**src/rtl/uart_rx_param_if.sv**
```systemverilog
// Ready/valid receive-character channel between the UART receiver and its consumer.
interface uart_rx_param_if #(
  parameter int DataBits = 8
);
  logic [DataBits-1:0] DataOut;
  logic                DataOutValid;
  logic                DataOutReady;
  logic                ParityErrorOut;
  logic                FrameErrorOut;

  modport master (
    output DataOut, DataOutValid, ParityErrorOut, FrameErrorOut,
    input  DataOutReady
  );

  modport slave (
    input  DataOut, DataOutValid, ParityErrorOut, FrameErrorOut,
    output DataOutReady
  );
endinterface

```
**src/rtl/uart_rx_param.sv**
```systemverilog
// Parametrised UART receiver: 2-flop synchroniser, 3-sample majority vote,
// parity/framing checks and a first-word-fall-through receive FIFO.
//
// state     | meaning
// IDLE      | line idle, waiting for SSync low
// START     | validating start bit (false start returns to IDLE)
// DATA      | shifting in DataBits bits, LSB first
// PARITY    | checking the parity bit
// STOP      | checking StopBits stop bits, push at last resolve point
// WAIT_HIGH | framing error seen, wait for the line to return high
module uart_rx_param #(
  parameter int ClockFreq = 100_000_000,
  parameter int BaudRate  = 115_200,
  parameter int DataBits  = 8,
  parameter int Parity    = 0,
  parameter int StopBits  = 1,
  parameter int FifoDepth = 4
) (
  input  logic             Clock,
  input  logic             Reset,
  input  logic             SIn,
  uart_rx_param_if.master  rx,
  output logic             Overrun,
  input  logic             OverrunClear
);

  localparam int SymbolEdgeTime = ClockFreq / BaudRate;
  localparam int SampleTime     = SymbolEdgeTime / 2;
  localparam int CntW           = $clog2(SymbolEdgeTime);
  localparam int AddrW          = $clog2(FifoDepth);
  localparam int EntryW         = DataBits + 2;

  localparam logic [CntW-1:0] CntEdge = CntW'(SymbolEdgeTime - 1);
  localparam logic [CntW-1:0] CntS0   = CntW'(SampleTime - 1);
  localparam logic [CntW-1:0] CntS1   = CntW'(SampleTime);
  localparam logic [CntW-1:0] CntS2   = CntW'(SampleTime + 1);

  localparam logic [2:0] IDLE      = 3'd0;
  localparam logic [2:0] START     = 3'd1;
  localparam logic [2:0] DATA      = 3'd2;
  localparam logic [2:0] PARITY    = 3'd3;
  localparam logic [2:0] STOP      = 3'd4;
  localparam logic [2:0] WAIT_HIGH = 3'd5;

  logic                s_meta, s_sync;
  logic [2:0]          state;
  logic [CntW-1:0]     clk_cnt;
  logic [1:0]          samples;
  logic [3:0]          bit_cnt;
  logic                stop_cnt;
  logic [DataBits-1:0] shreg;
  logic                pe, fe;
  logic                voted, at_edge, resolve, last_stop;
  logic                push, pop, push_ok, full, empty;
  logic [EntryW-1:0]   push_entry, head;
  logic [EntryW-1:0]   mem [FifoDepth];
  logic [AddrW-1:0]    wptr, rptr;
  logic [AddrW:0]      count;

  // Synchroniser resets to idle-high so reset release never looks like a start bit.
  always_ff @(posedge Clock) begin
    if (Reset) begin
      s_meta <= 1'b1;
      s_sync <= 1'b1;
    end else begin
      s_meta <= SIn;
      s_sync <= s_meta;
    end
  end

  assign at_edge   = (clk_cnt == CntEdge);
  assign resolve   = (clk_cnt == CntS2);
  assign voted     = (samples[0] & samples[1]) | (samples[0] & s_sync) | (samples[1] & s_sync);
  assign last_stop = (stop_cnt == 1'(StopBits - 1));
  assign push      = (state == STOP) && resolve && last_stop;
  assign push_entry = {pe, fe | ~voted, shreg};

  always_ff @(posedge Clock) begin
    if (Reset) begin
      state    <= IDLE;
      clk_cnt  <= '0;
      samples  <= '0;
      bit_cnt  <= '0;
      stop_cnt <= 1'b0;
      shreg    <= '0;
      pe       <= 1'b0;
      fe       <= 1'b0;
    end else begin
      if (state == IDLE || state == WAIT_HIGH || at_edge) clk_cnt <= '0;
      else clk_cnt <= clk_cnt + 1'b1;
      if (clk_cnt == CntS0) samples[0] <= s_sync;
      if (clk_cnt == CntS1) samples[1] <= s_sync;

      case (state)
        IDLE: begin
          if (!s_sync) begin
            state    <= START;
            bit_cnt  <= '0;
            stop_cnt <= 1'b0;
            pe       <= 1'b0;
            fe       <= 1'b0;
          end
        end
        START: begin
          if (resolve && voted) state <= IDLE;
          else if (at_edge) state <= DATA;
        end
        DATA: begin
          if (resolve) begin
            shreg   <= {voted, shreg[DataBits-1:1]};
            bit_cnt <= bit_cnt + 1'b1;
          end
          if (at_edge && bit_cnt == 4'(DataBits)) state <= (Parity != 0) ? PARITY : STOP;
        end
        PARITY: begin
          // Odd mode flags an even total of ones, even mode flags an odd total.
          if (resolve) pe <= (Parity == 1) ? ~(^shreg ^ voted) : (^shreg ^ voted);
          if (at_edge) state <= STOP;
        end
        STOP: begin
          if (resolve) begin
            if (!voted) fe <= 1'b1;
            if (last_stop) state <= (fe | ~voted) ? WAIT_HIGH : IDLE;
            else stop_cnt <= stop_cnt + 1'b1;
          end
        end
        WAIT_HIGH: begin
          if (s_sync) state <= IDLE;
        end
        default: state <= IDLE;
      endcase
    end
  end

  assign empty   = (count == '0);
  assign full    = (count == (AddrW+1)'(FifoDepth));
  assign pop     = !empty && rx.DataOutReady;
  assign push_ok = push && (!full || pop);

  always_ff @(posedge Clock) begin
    if (push_ok) mem[wptr] <= push_entry;
  end

  always_ff @(posedge Clock) begin
    if (Reset) begin
      wptr    <= '0;
      rptr    <= '0;
      count   <= '0;
      Overrun <= 1'b0;
    end else begin
      if (push_ok) wptr <= wptr + 1'b1;
      if (pop) rptr <= rptr + 1'b1;
      case ({push_ok, pop})
        2'b10:   count <= count + 1'b1;
        2'b01:   count <= count - 1'b1;
        default: count <= count;
      endcase
      if (push && full && !pop) Overrun <= 1'b1;
      else if (OverrunClear) Overrun <= 1'b0;
    end
  end

  assign head              = mem[rptr];
  assign rx.DataOut        = head[DataBits-1:0];
  assign rx.DataOutValid   = !empty;
  assign rx.ParityErrorOut = !empty && head[EntryW-1];
  assign rx.FrameErrorOut  = !empty && head[DataBits];

endmodule

```
**src/flat_wrapper.sv**
```systemverilog
// flat-port wrapper written by rule: the top's interface ports become plain ports
module uart_rx_param_flat 
#(
  parameter int ClockFreq = 100_000_000,
  parameter int BaudRate  = 115_200,
  parameter int DataBits  = 8,
  parameter int Parity    = 0,
  parameter int StopBits  = 1,
  parameter int FifoDepth = 4
)
  (Clock, Reset, SIn, Overrun, OverrunClear, rx_DataOut, rx_DataOutValid, rx_ParityErrorOut, rx_FrameErrorOut, rx_DataOutReady);
  uart_rx_param_if #(.DataBits(DataBits)) rx_i ();
  input  logic Clock;
  input  logic Reset;
  input  logic SIn;
  output logic Overrun;
  input  logic OverrunClear;
  output wire logic [$bits(rx_i.DataOut)-1:0] rx_DataOut;
  output wire logic [$bits(rx_i.DataOutValid)-1:0] rx_DataOutValid;
  output wire logic [$bits(rx_i.ParityErrorOut)-1:0] rx_ParityErrorOut;
  output wire logic [$bits(rx_i.FrameErrorOut)-1:0] rx_FrameErrorOut;
  input wire logic [$bits(rx_i.DataOutReady)-1:0] rx_DataOutReady;
  assign rx_DataOut = rx_i.DataOut;
  assign rx_DataOutValid = rx_i.DataOutValid;
  assign rx_ParityErrorOut = rx_i.ParityErrorOut;
  assign rx_FrameErrorOut = rx_i.FrameErrorOut;
  assign rx_i.DataOutReady = rx_DataOutReady;
  uart_rx_param #(.ClockFreq(ClockFreq), .BaudRate(BaudRate), .DataBits(DataBits), .Parity(Parity), .StopBits(StopBits), .FifoDepth(FifoDepth)) u_core (.Clock(Clock), .Reset(Reset), .SIn(SIn), .rx(rx_i), .Overrun(Overrun), .OverrunClear(OverrunClear));
endmodule
```
**config.mk**
```make
export PLATFORM = sky130hd
export DESIGN_NAME = uart_rx_param_flat
export DESIGN_NICKNAME = d
export VERILOG_FILES = /design/src/rtl/uart_rx_param_if.sv /design/src/rtl/uart_rx_param.sv /design/src/flat_wrapper.sv
export SDC_FILE = /design/constraint.sdc
export NUM_CORES = 1
export LEC_CHECK = 0
export ABC_CLOCK_PERIOD_IN_PS = 2700
export BUFFER_PORTS_ARGS = -buffer_cell sky130_fd_sc_hd__clkbuf_2
export CAP_MARGIN = 0
export CORE_MARGIN = 5
export CORE_UTILIZATION = 58
export CTS_CLUSTER_DIAMETER = 60
export DETAILED_ROUTE_END_ITERATION = 6
export PLACE_DENSITY = 0.86
export SYNTH_ARGS = -nofsm -noshare
export SYNTH_HDL_FRONTEND = slang
export SYNTH_SLANG_ARGS = --single-unit
```
**constraint.sdc**
```tcl
create_clock -name Clock -period 2.7 [get_ports Clock]
set_input_delay 0 -clock Clock [delete_from_list [all_inputs] [get_ports Clock]]
set_output_delay 0 -clock Clock [all_outputs]
set_load 0.01 [all_outputs]
```
Word-level counts from Yosys, hierarchy flattened. Memories as Yosys holds them, arrays and structs flattened. A register that Yosys moved wholly into a read port is not among the register bits. Index checks and enable logic that the tools add are counted.

$add $sub $neg: 7. Multiplexer cells: 29. Equality and inequality tests: 23. Reductions and logical operators: 31. Bitwise logic cells: 9.

Operators with widths (number): $eq 10x9->1 const B (3); $mux 3 (9); $pmux 3 s6 (1); $ne 2x1->1 const B (6); $add 10x1->10 const B (1); $eq 10x10->1 const B (1); $logic_and 1x1->1 (10); $mux 1 (10); $reduce_bool 2->1 (5); $eq 3x3->1 const B (3); $reduce_and 3->1 (3); $mux 4 (2); $pmux 4 s2 (1); $reduce_xor 8->1 (1); $reduce_and 7->1 (1); $eq 3x2->1 const B (2); $logic_not 3->1 (2); $ne 2x2->1 const B (3); $pmux 1 s2 (3); $pmux 3 s2 (1); $add 2x1->2 const B (2); $add 4x1->4 const B (1); $eq 4x4->1 const B (1); $mux 2 (2); other kinds (16) (25).

Flip-flop bits (word level): 40. Memories kept: 1. Bits in writable memories: 40. Input port bits: 5.

Memories: u_core.mem (depth 4, width 10, read ports 1, clocked after memory_dff 1, write ports 1, RTL line uart_rx_param.sv:56) `logic [EntryW-1:0] mem [FifoDepth];`.

Longest topological paths before layout.
Word-level depth: 9. Mapped depth: 12.

Worst setup path before layout. Ideal clock, no wire load.

Kind: reg-to-reg. From: reg u_core.clk_cnt[0]. To: reg u_core.count[2]. Data arrival time: 2397 ps. Setup slack: 233 ps. Clock period less this slack: 2467 ps. Required time: 2630 ps. Stages on the path, launching flop included: 13. Library setup time: 70 ps. Buffers on the path: 1. Cell sequence: dfxtp_1 ha_1 inv_1 nor4_4 and4b_1 buf_2 inv_1 ha_1 inv_1 fa_1 xor2_1 or3_1 a21oi_1.

Cells in the longest elaborated chain, start to end: 6. Elaborated cells between the ends (all ways): 8. Those cells by class: eq/ne: 3; mux: 1; reduce/logical: 4.

RTL lines: start, declared (RTL line uart_rx_param.sv:47) `logic [CntW-1:0] clk_cnt;`; start signal, assigned (RTL line uart_rx_param.sv:90) `else clk_cnt <= clk_cnt + 1'b1;`; $eq 10x9->1 * (RTL line uart_rx_param.sv:72) `assign resolve = (clk_cnt == CntS2);`; $logic_and 1x1->1 * (2 in series) (RTL line uart_rx_param.sv:75) `assign push = (state == STOP) && resolve && last_stop;`; $logic_and 1x1->1 * (RTL line uart_rx_param.sv:138) `assign push_ok = push && (!full || pop);`; $eq 2x1->1 or $eq 2x2->1 (tied branches) (RTL line uart_rx_param.sv:153) `case ({push_ok, pop})`; $pmux 3 s2 or $reduce_bool 2->1 (tied branches); end signal, assigned (RTL line uart_rx_param.sv:154) `2'b10: count <= count + 1'b1;`; end signal, assigned (RTL line uart_rx_param.sv:155) `2'b01: count <= count - 1'b1;`; end signal, assigned (RTL line uart_rx_param.sv:156) `default: count <= count;`; end, declared (RTL line uart_rx_param.sv:58) `logic [AddrW:0] count;`.

Mark *: on every way between the ends. The rest lies on a longest branch, timed or not. A chain may end at the register's enable or synchronous reset.

Worst setup path in the final report. Same ends and word-level chain as after synthesis.

==> qor.csv <==
stage,metric,value,unit
clocking,maximum root-to-sink buffer count,2,
logic_synthesis,library cell with the highest instance count after synthesis,dfxtp_1,
logic_synthesis,nets in the synthesized netlist,307,
logic_synthesis,area of the mapped netlist,0.00350,mm²
layout,area delta synth->final,10.5,%
worst_setup_path,Worst setup EP type,flop,
global_route,overall global routing resource usage,0.177,
logic_synthesis,share of the synthesized area in compound gates (AO/OA/AOI/OAI),0.0586,
hold_path,kind of path behind the tightest hold check,primary input to flop,
logic_synthesis,top area cells in the synthesized netlist,"edfxtp_1 (34%), dfxtp_1 (23%), mux4_2 (6.4%)",
logic_synthesis,Main synth FF type,dfxtp_1,
global_route,number of antenna violations at the first check in global routing,0,
drt,detailed-route via count,2188,
logic_synthesis,YS warnings,0,
worst_setup_path,worst endpoint data arrival time,2.72,ns
drt,remaining antenna violation count,0,
worst_setup_path,Worst Setup Path Type,flop to flop,
power,Power Total,2.34,mW
global_route,pin count of the biggest net entering global routing,30,
layout,final-layout fill cell count,440,
die,die height,87.7,µm
worst_setup_path,Crit path largest cell delay,0.43,ns
logic_synthesis,mean instance size in the synthesized netlist,12.0,µm²
power,total power density per cell area,605,mW/mm²
run_status,status,"finished, final reports clean",
sta,count of endpoints failing setup in the final report,0,
global_route,wire length of the first global-routing pass,10300,µm
logic_synthesis,register bit total from synthesis,81,
worst_setup_path,endpoint required time on the critical path,2.96,ns
placed_design,Final GP Congestion,0.846,
die,Die Area,0.00770,mm²
clocking,clock tree from TritonCTS,yes,
sta,Final min period,2.46,ns
worst_setup_path,most frequent cell on the critical path,inv_1,
job,max_cap viols,0,
logic_synthesis,"Seq/Total Area, Yosys",0.577,
die,die width,87.7,µm
placed_design,half-perimeter wire length after detailed placement,4260,µm
logic_synthesis,largest family of logic cells by synthesized area,simple AND/OR/NAND/NOR gates,
placed_design,quantity of I/O buffers inserted on ports,16,
global_route,GR Overflow Total,0,
placed_design,post-placement cell area,0.00366,mm²
sta,actual slew at the worst max-slew pin,0.725,ns
layout,antenna cells,0,
sta,final clock skew,0.00793,ns
layout,Finished Layout Cells,392,
worst_setup_path,CP top delay family,simple AND/OR/NAND/NOR gates,
logic_synthesis,post-synth top area share,0.343,
worst_setup_path,type of origin of the critical path,flop,
logic_synthesis,mux share of post-synthesis cell area,0.0728,
sta,setup repair after global routing missed its margin,no,
placed_design,placed cell count,374,
drt,per-cell routed wire length,15.1,µm
power,Leak,1.29,nW
sta,final period utilization,0.910,
clocking,clk sink count,81,
clocking,clock latency on the worst-skew pair,0.34,ns
logic_synthesis,Post-Synth Simple-Gate Area,0.156,
drt,total routed wirelength,5930,µm
sta,Slew Limit Headroom,0.516,
worst_setup_path,CP cell instances,"ha_2, inv_1, nor4_4, and4b_1, inv_1, ha_1, inv_1, fa_1, xor2_1, or3_1, a21oi_1",
logic_synthesis,Gate Count Post-Synth,291,
logic_synthesis,Synth cell types,44,
layout,NumNets Final,328,
drt,DRC violations left,0,
logic_synthesis,leading area contributor after synthesis,edfxtp_1,
logic_synthesis,synthesized-area fraction occupied by xor and xnor cells,0.0575,
layout,proportion of layout cells with a drive suffix above 1,0.174,
drt,number of iterations in the first detailed-routing pass,4,
logic_synthesis,fraction of registers with async set or reset after synthesis,0,
sta,maximum clock frequency,0.407,GHz
drt,DR iter-0 viols,143,
layout,design area,0.00387,mm²
die,total number of placement rows,28,
worst_setup_path,highest-delay cell along the critical path,dfxtp_1,
die,area of the core region,0.00589,mm²
logic_synthesis,"post-synthesis share of cell area spent on full adders, half adders and majority gates",0.0443,
clocking,buffer cell driving the clock tree root,clkbuf_8,
sta,setup_tns,0,ns
global_route,via count of the first global-routing pass,2220,
logic_synthesis,leading cell types by count after synthesis,"dfxtp_1 (41), edfxtp_1 (40), nor2_1 (31)",
sta,number of hold violations in the final report,0,
clocking,clock buffer count from CTS,9,
worst_setup_path,Worst Path Max Fanout,6,
die,IO Count,17,
logic_synthesis,number of synthesized flops with an enable pin,40,
clocking,number of H-tree levels,3,
sta,Final Slew Violations,0,
clocking,"Clk pin slew, worst setup/hold paths",0.08,ns
worst_setup_path,number of buffer and inverter instances along the worst setup path,3,
drt,vias per cell,5.58,
die,Initial Utilization,0.595,
power,worst ir drop on vdd,353,µV
sta,Hold Worst Slack,0.0109,ns
[routing by layer]
metal	vias to the layer above	GRT usage	wire length, µm
li1	1077	-	-
met1	1050	0.203	2380
met2	54	0.315	3130
met3	7	0.0461	302
met4	0	0.0711	119
met5	-	0	0
[cell families after synthesis]
kind of cell	Yosys count
and+or+nand+nor	101
DFF	81
AOI/OAI and AO/OA	31
buffers and inverters	30
xor gates and xnor gates	23
muxes	13
adders and majority gates	12
[sequential cells by signal, summed over array words and instances (netlist names), named ones only]
name and cells:
u_core.rptr 2, u_core.clk_cnt 10, u_core.state 3, u_core.mem 40, u_core.shreg 8, u_core.fe 1, u_core.Overrun 1, u_core.wptr 2
u_core.s_meta 1, u_core.pe 1, u_core.bit_cnt 4, u_core.samples 2, u_core.s_sync 1, u_core.count 3
[tightest hold or removal path: cells and delay by family]
| kind | cells | cell delay (ns) |
|---|---|---|
| simple gates | 2 | 0.14 |
| compound gates | 1 | 0.07 |
| buf+inv | 1 | 0.09 |
[cell usage in the layout, fill, tap and decap left out, types with 2 or more instances in the layout]
cell type      synthesis  final
dfxtp_1               41     41
edfxtp_1              40     40
nor2_1                31     31
inv_1                 17     17
a21oi_1               16     16
xnor2_1               16     16
clkbuf_2               0     16
nand2_1               15     15
nand3_1               14     14
mux4_2                10     10
clkbuf_8               0     10
ha_1                  10      9
and2_1                 7      7
xor2_1                 7      7
or3_1                  5      5
o21ai_0                5      5
buf_4                  0      5
nand2b_1               4      4
nand3b_1               4      4
nand4_1                3      3
nor3_1                 3      3
or2_2                  3      3
mux2i_1                3      3
inv_6                  0      3
clkinvlp_4             0      3
nor4bb_1               2      2
o211ai_1               2      2
nor4_1                 2      2
dlygate4sd3_1          0      2
[power by group]
group	internal, mW	switching (mW)	total, mW
clock network	0.368	0.434	0.802
registers	1.30	0.0422	1.34
logic	0.0863	0.114	0.200
[worst paths after layout]
path | from | endpoint | slack (ns) | depth (start not counted)
max | u_core.clk_cnt[0] | u_core.count[2] | 0.24 | 11
min | rx_DataOutReady | u_core.Overrun | 0.01 | 4
max reg2reg | u_core.clk_cnt[0] | u_core.count[2] | 0.24 | 11
min reg2reg | u_core.s_meta | u_core.s_sync | 0.41 | 1
[cell type report]
| class | instances | area (µm²) | area share |
|---|---|---|---|
| tap | 75 | 93.8 | 0.0242 |
| multi-input combinational | 180 | 1370 | 0.353 |
| sequential | 81 | 2020 | 0.522 |
| clock buffer | 10 | 138 | 0.0356 |
| timing repair buffer | 23 | 138 | 0.0356 |
| clock inverter | 6 | 48.8 | 0.0126 |
| inverter | 17 | 63.8 | 0.0165 |
[repair_timing]
item,4_1_cts,5_1_grt
resized for setup,0,1
hold buffers,2,0
endpoints found under the hold margin,2,0
setup endpoints to repair,0,1
buffers inserted,0,0
[metrics by stage]
stage,util,setup slack [ns]
finish,0.658,0.242
global route,0.658,0.0453
detailed placement,0.622,0.194
floorplan,-,0.233
CTS,0.657,0.169
global placement,0.622,0.334
No activity file was read; power rests on OpenSTA's default activity.
